<file path="config.mk">
export PLATFORM = sky130hd
export DESIGN_NAME = mips_multicycle_ctrl
export DESIGN_NICKNAME = d
export VERILOG_FILES = /design/src/rtl/mips_multicycle_ctrl.sv
export SDC_FILE = /design/constraint.sdc
export NUM_CORES = 1
export LEC_CHECK = 0
export CORE_MARGIN = 1.5
export CORE_UTILIZATION = 35
export CTS_BUF_LIST = sky130_fd_sc_hd__clkbuf_8
export DETAILED_ROUTE_END_ITERATION = 16
export PLACE_DENSITY_LB_ADDON = 0.15
export REMOVE_ABC_BUFFERS = 1
export SLEW_MARGIN = 20
export SYNTH_ARGS = -nofsm -noshare
export SYNTH_HDL_FRONTEND = slang
export SYNTH_SLANG_ARGS = --single-unit
</file>
<file path="constraint.sdc">
create_clock -name clk -period 3.8 [get_ports clk]
set_input_delay 0.76 -clock clk [delete_from_list [all_inputs] [get_ports clk]]
set_output_delay 0.76 -clock clk [all_outputs]
set_load 0.005 [all_outputs]
</file>
<file path="src/rtl/mips_multicycle_ctrl.sv">
// Multicycle MIPS control FSM: sequences the shared ALU, register file and unified memory port.
// Optional performance counters are built when MC_CTRL_PERFCNT_EN is defined.
module mips_multicycle_ctrl (
    input  logic        clk,
    input  logic        rst,
    input  logic [5:0]  op,
    input  logic [5:0]  funct,
    input  logic        mem_ready,
    output logic        mem_req,
    output logic        mem_we,
    output logic        iord,
    output logic        ir_write,
    output logic        pc_write,
    output logic        branch,
    output logic [1:0]  pc_src,
    output logic        alu_src_a,
    output logic [1:0]  alu_src_b,
    output logic [2:0]  alu_control,
    output logic        reg_dst,
    output logic        mem_to_reg,
    output logic        reg_write,
    output logic        instr_done,
    output logic        illegal,
    output logic [3:0]  state,
    output logic [31:0] cycle_cnt,
    output logic [31:0] instret_cnt
);
    typedef enum logic [3:0] {
        S_FETCH  = 4'd0,  S_DECODE = 4'd1,  S_MEMADR = 4'd2,  S_MEMRD  = 4'd3,
        S_MEMWB  = 4'd4,  S_MEMWR  = 4'd5,  S_EXEC   = 4'd6,  S_ALUWB  = 4'd7,
        S_BRANCH = 4'd8,  S_ADDIEX = 4'd9,  S_ADDIWB = 4'd10, S_JUMP   = 4'd11,
        S_TRAP   = 4'd15
    } state_e;

    state_e      state_q, state_d;
    logic        illegal_q;
    logic        funct_ok;
    logic [2:0]  funct_alu;

    always_comb begin
        funct_ok  = 1'b1;
        funct_alu = 3'b000;
        case (funct)
            6'b100000: funct_alu = 3'b010;
            6'b100010: funct_alu = 3'b110;
            6'b100100: funct_alu = 3'b000;
            6'b100101: funct_alu = 3'b001;
            6'b101010: funct_alu = 3'b111;
            default:   funct_ok  = 1'b0;
        endcase
    end

    always_ff @(posedge clk or posedge rst) begin
        if (rst) begin
            state_q   <= S_FETCH;
            illegal_q <= 1'b0;
        end else begin
            state_q <= state_d;
            if (state_d == S_TRAP)
                illegal_q <= 1'b1;
        end
    end

    always_comb begin
        state_d = state_q;
        case (state_q)
            S_FETCH:  if (mem_ready) state_d = S_DECODE;
            S_DECODE: begin
                case (op)
                    6'b000000:            state_d = S_EXEC;
                    6'b100011, 6'b101011: state_d = S_MEMADR;
                    6'b000100:            state_d = S_BRANCH;
                    6'b001000:            state_d = S_ADDIEX;
                    6'b000010:            state_d = S_JUMP;
                    default:              state_d = S_TRAP;
                endcase
            end
            S_MEMADR: state_d = (op == 6'b101011) ? S_MEMWR : S_MEMRD;
            S_MEMRD:  if (mem_ready) state_d = S_MEMWB;
            S_MEMWR:  if (mem_ready) state_d = S_FETCH;
            S_EXEC:   state_d = funct_ok ? S_ALUWB : S_TRAP;
            S_MEMWB, S_ALUWB, S_BRANCH, S_ADDIWB, S_JUMP: state_d = S_FETCH;
            S_ADDIEX: state_d = S_ADDIWB;
            S_TRAP:   state_d = S_TRAP;
            default:  state_d = S_TRAP;
        endcase
    end

    always_comb begin
        mem_req     = 1'b0;
        mem_we      = 1'b0;
        iord        = 1'b0;
        ir_write    = 1'b0;
        pc_write    = 1'b0;
        branch      = 1'b0;
        pc_src      = 2'b00;
        alu_src_a   = 1'b0;
        alu_src_b   = 2'b00;
        alu_control = 3'b000;
        reg_dst     = 1'b0;
        mem_to_reg  = 1'b0;
        reg_write   = 1'b0;
        instr_done  = 1'b0;
        case (state_q)
            S_FETCH: begin
                mem_req     = 1'b1;
                alu_src_b   = 2'b01;
                alu_control = 3'b010;
                ir_write    = mem_ready;
                pc_write    = mem_ready;
            end
            S_DECODE: begin
                alu_src_b   = 2'b11;
                alu_control = 3'b010;
            end
            S_MEMADR, S_ADDIEX: begin
                alu_src_a   = 1'b1;
                alu_src_b   = 2'b10;
                alu_control = 3'b010;
            end
            S_MEMRD: begin
                mem_req = 1'b1;
                iord    = 1'b1;
            end
            S_MEMWB: begin
                reg_write  = 1'b1;
                mem_to_reg = 1'b1;
                instr_done = 1'b1;
            end
            S_MEMWR: begin
                mem_req    = 1'b1;
                mem_we     = 1'b1;
                iord       = 1'b1;
                instr_done = mem_ready;
            end
            S_EXEC: begin
                alu_src_a   = 1'b1;
                alu_control = funct_alu;
            end
            S_ALUWB: begin
                reg_write  = 1'b1;
                reg_dst    = 1'b1;
                instr_done = 1'b1;
            end
            S_BRANCH: begin
                alu_src_a   = 1'b1;
                alu_control = 3'b110;
                branch      = 1'b1;
                pc_src      = 2'b01;
                instr_done  = 1'b1;
            end
            S_ADDIWB: begin
                reg_write  = 1'b1;
                instr_done = 1'b1;
            end
            S_JUMP: begin
                pc_write   = 1'b1;
                pc_src     = 2'b10;
                instr_done = 1'b1;
            end
            default: ;
        endcase
        // Reset must release the memory port immediately, not at the next edge.
        if (rst) begin
            mem_req = 1'b0;
            mem_we  = 1'b0;
        end
    end

    assign state   = state_q;
    assign illegal = illegal_q;

`ifdef MC_CTRL_PERFCNT_EN
    logic [31:0] cycle_cnt_q, instret_cnt_q;

    always_ff @(posedge clk or posedge rst) begin
        if (rst) begin
            cycle_cnt_q   <= 32'd0;
            instret_cnt_q <= 32'd0;
        end else begin
            cycle_cnt_q <= cycle_cnt_q + 32'd1;
            if (instr_done)
                instret_cnt_q <= instret_cnt_q + 32'd1;
        end
    end

    assign cycle_cnt   = cycle_cnt_q;
    assign instret_cnt = instret_cnt_q;
`else
    assign cycle_cnt   = 32'd0;
    assign instret_cnt = 32'd0;
`endif
endmodule
</file>
Yosys cells after proc, flatten, opt, wreduce, memory -nomap -nowiden
Index checks and enable logic that the tools add are counted.
- flip-flop bits (word level): 5
- latch bits: 0
- RAM bits: 0
- memory bits (read-only): 0
- bits of input ports: 15
- memories kept: 0
- $add $sub $neg: 0
- multiply operators: 0
- div/mod/pow operators: 0
- magnitude comparators: 0
- equal/unequal tests: 22
- shift operators: 0
- muxes and demuxes: 25
- bitwise operators: 0
- reduce and logical (&&, ||, !) cells: 11
- operator list (operator ; number):
    equality test 6 bit (second input constant) ; 7
    case mux 4 bit (8 select lines) ; 1
    equality test 4 bit (second input constant) ; 5
    case mux 4 bit (5 select lines) ; 1
    equality test 4 x 3 -> 1 bit (second input constant) ; 4
    two-way mux 4 bit ; 4
    two-way mux 1 bit ; 12
    case mux 3 bit (4 select lines) ; 1
    OR reduction 5 bit ; 2
    case mux 3 bit (3 select lines) ; 1
    equality test 4 x 2 -> 1 bit (second input constant) ; 2
    OR reduction 4 bit ; 2
    equality test 6 x 2 -> 1 bit (second input constant) ; 1
    equality test 6 x 3 -> 1 bit (second input constant) ; 1
    equality test 6 x 4 -> 1 bit (second input constant) ; 1
    zero test 6 bit ; 1
    case mux 2 bit (3 select lines) ; 1
    OR reduction 2 bit ; 3
    OR reduction 3 bit ; 2
    equality test 4 x 1 -> 1 bit (second input constant) ; 1
    zero test 4 bit ; 1
    case mux 1 bit (2 select lines) ; 2
    case mux 2 bit (2 select lines) ; 1
    two-way mux 3 bit ; 1

Depth between registers and ports, before layout
- word-level depth: 6
- gate-level depth with buffers: 5
- mapped depth without buffers: 5

Least setup slack after synthesis
No wires, ideal clock.
- path kind: input-to-output
- from: input port funct[4]
- to: output port alu_control[1]
- data arrival time: 1.567 ns
- setup slack: 1.473 ns
- cell stages on the path: 4
- buffers on the path: 0
- path through: nand2b_1 -> or3_1 -> o21bai_1 -> a211o_1
- word-level cells in the longest chain between the ends: 3
- ends and longest elaborated chain (what ; line ; source):
    from (decl) ; 7 ; input logic [5:0] funct,
    equality test 6 bit ; 43 ; case (funct)
    case mux 3 bit (4 select lines) (*) ; 43 ;
    case mux 3 bit (3 select lines) (*) ; 104 ; case (state_q)
    to (decl) ; 18 ; output logic [2:0] alu_control,
Mark *: on every way between the ends. The rest lies on a longest branch, timed or not.

Worst setup path after layout
- from: input port funct[1]
- to: output port alu_control[1]
Same word-level chain as after synthesis.

==> impl_metrics.env <==
export IMPL_outcome="complete, no violations"
export IMPL_ys_top_cells_by_area="buf_4, dfrtp_1, nor2_1"
export IMPL_grt_first_pass_wirelength_um=3610
export IMPL_synth_main_ff_cell="dfrtp_1"
export IMPL_power_mw=0.850
export IMPL_syn_area_um2=1170
export IMPL_vias=1026
export IMPL_diodes=0
export IMPL_die_x_um=60.8
export IMPL_wl_um=2370
export IMPL_dp_cells=238
export IMPL_drt_vias_per_instance=4.24
export IMPL_worst_pin_slew_ns=0.547
export IMPL_layout_drive_gt1_share_pct=5.05
export IMPL_critPathLaunchType="input pin"
export IMPL_cts_max_path_buffers=2
export IMPL_cts_sinks=5
export IMPL_final_hold_viol_count=0
export IMPL_htree_num_levels=1
export IMPL_fmax_ghz=0.302
export IMPL_clock_root_buffer="clkbuf_8"
export IMPL_mostFrequentLayoutCell="conb_1"
export IMPL_grt_overflow_total=0
export IMPL_period_needed_ns=3.31
export IMPL_postCtsSetupBuffers=0
export IMPL_clk_pin_slew_ns=0.03
export IMPL_synth_edf_count=0
export IMPL_antenna_left=0
export IMPL_min_period_over_period_pct=87.1
export IMPL_drt_wirelength_per_cell_um=9.80
export IMPL_cts_resized=0
export IMPL_peakVddDrop_mv=0.224
export IMPL_postCtsHoldBufs=0
export IMPL_critPathKind="in2out"
export IMPL_min_path_type="reg2reg"
export IMPL_drc=0
export IMPL_ys_ff_latch=5
export IMPL_synth_top_cell_area_share_pct=43.0
export IMPL_maxCapViolations=0
export IMPL_ios=102
export IMPL_place_congestion=0.783
export IMPL_core_um2=3100
export IMPL_die_y_um=60.8
export IMPL_firstDrtPassIters=4
export IMPL_synth_seq_area_share_pct=10.7
export IMPL_setup_viol=0
export IMPL_hpwl_um=1940
export IMPL_p_leak_nw=0.628
export IMPL_grt_max_degree=18
export IMPL_grt_use_total_pct=12.7
export IMPL_synthCells=163
export IMPL_placementRows=20
export IMPL_required_ns=3.04
export IMPL_rsz0062_at_grt="no"
export IMPL_syn_avg_cell_area_um2=7.18
export IMPL_critPathMaxFanout=5
export IMPL_cts_buffers=3
export IMPL_layoutNonFillerInstCount=242
export IMPL_synth_distinct_cells=43
export IMPL_worstPathArrival_ns=2.55
export IMPL_numPortBuffers=37
export IMPL_fin_skew_ns=0.00309
export IMPL_start_util_pct=37.7
export IMPL_power_density_nw_per_um2=622
export IMPL_async_flop_share_pct=100
export IMPL_antenna_found_initial=0
export IMPL_final_nets=214
export IMPL_final_cell_mix="conb_1, clkdlybuf4s50_1, nor2_1"
export IMPL_maxSlewViolCount=0
export IMPL_fin_setup_tns_ns=0
export IMPL_area_growth_pct=16.8
export IMPL_yosys_area_top_type="buf_4"
export IMPL_cts_tree="built"
export IMPL_worstSetupEndpointType="primary output"
export IMPL_yosysWarnings=0
export IMPL_maxSlewHeadroom_pct=63.6
export IMPL_initialDrtViolationCount=21
export IMPL_insertion_delay_ns=0.22
export IMPL_grt_pass1_vias=796
export IMPL_dieArea_um2=3700
[per-layer routing]
layer	GRT usage, %	wire length [um]
met1	16.4	1030
met2	21.8	1170
met3	1.92	160
met4	3.73	12
met5	0	0
[cells in the mapped netlist (all sizes together) (3+ instances only)]
master	n
nand2	7
and3	3
a2111oi	3
nor3b	3
inv	4
buf	67
nor3	4
nor2	16
a21oi	4
nand3	3
o21ai	6
dfrtp	5
nand2b	5
[worst paths after layout]
| path | end | cells past startpoint | slack [ns] | start |
|---|---|---|---|---|
| max | alu_control[1] | 7 | 0.49 | funct[1] |
| min | illegal$_DFFE_PP0N_ | 1 | 0.46 | illegal$_DFFE_PP0N_ |
| max reg2reg | illegal$_DFFE_PP0N_ | 5 | 1.94 | state[1]$_DFF_PP0_ |
| min reg2reg | illegal$_DFFE_PP0N_ | 1 | 0.46 | illegal$_DFFE_PP0N_ |
| max in group asynchronous | state[1]$_DFF_PP0_ | 2 | 2.81 | rst |
| min in group asynchronous | state[0]$_DFF_PP0_ | 2 | 0.82 | rst |
[cell families (layout without fill, tap and decap cells)]
logic type	after synthesis	in the layout	share of synthesized area, %
AOI/OAI and AO/OA	28	28	16.6
xor gates and xnor gates	3	3	2.25
buffers and inverters	73	45	44.9
DFF	5	5	10.7
other	1	64	0.321
and+or+nand+nor	53	53	25.2
[registers in the layout, indices dropped and copies added (netlist names)]
signal   flops
illegal      1
state        4
[power breakdown]
part	switching (mW)	leakage, nW	internal [mW]
Sequential	0.0973	0.0567	0.0799
Clock	0.0245	0.0269	0.0691
Combinational	0.244	0.545	0.335
Total	0.366	0.628	0.484
[stage by stage]
| stage | cell area (um^2) | utilization (%) | hold slack (ns) | setup WS (ns) |
|---|---|---|---|---|
| after floorplan | 896 | - | 0.463 | 1.47 |
| after global placement | 1320 | 42.6 | 0.456 | 0.540 |
| after detailed placement | 1320 | 42.6 | 0.462 | 0.489 |
| after CTS | 1370 | 44.0 | 0.470 | 0.482 |
| after global routing | 1370 | 44.0 | 0.490 | 0.376 |
| final | 1370 | 44.0 | 0.461 | 0.488 |
[layout make-up]
| cell class | instances | area, um^2 |
|---|---|---|
| Clock buffer | 3 | 41.3 |
| Clock inverter | 1 | 3.75 |
| Fill cell | 328 | 1740 |
| Inverter | 4 | 15.0 |
| Multi-Input combinational cell | 148 | 756 |
| Sequential cell | 5 | 125 |
| Tap cell | 44 | 55.1 |
| Timing Repair Buffer | 37 | 370 |
[worst max-delay path, stage by stage]
cell	delay [ns]
clkdlybuf4s50_1	0.47
nor2_1	0.17
nand2_1	0.07
o41a_1	0.32
nor3_1	0.14
a211o_1	0.12
clkdlybuf4s50_1	0.49
Note: power is estimated with default switching activity, not from simulation.
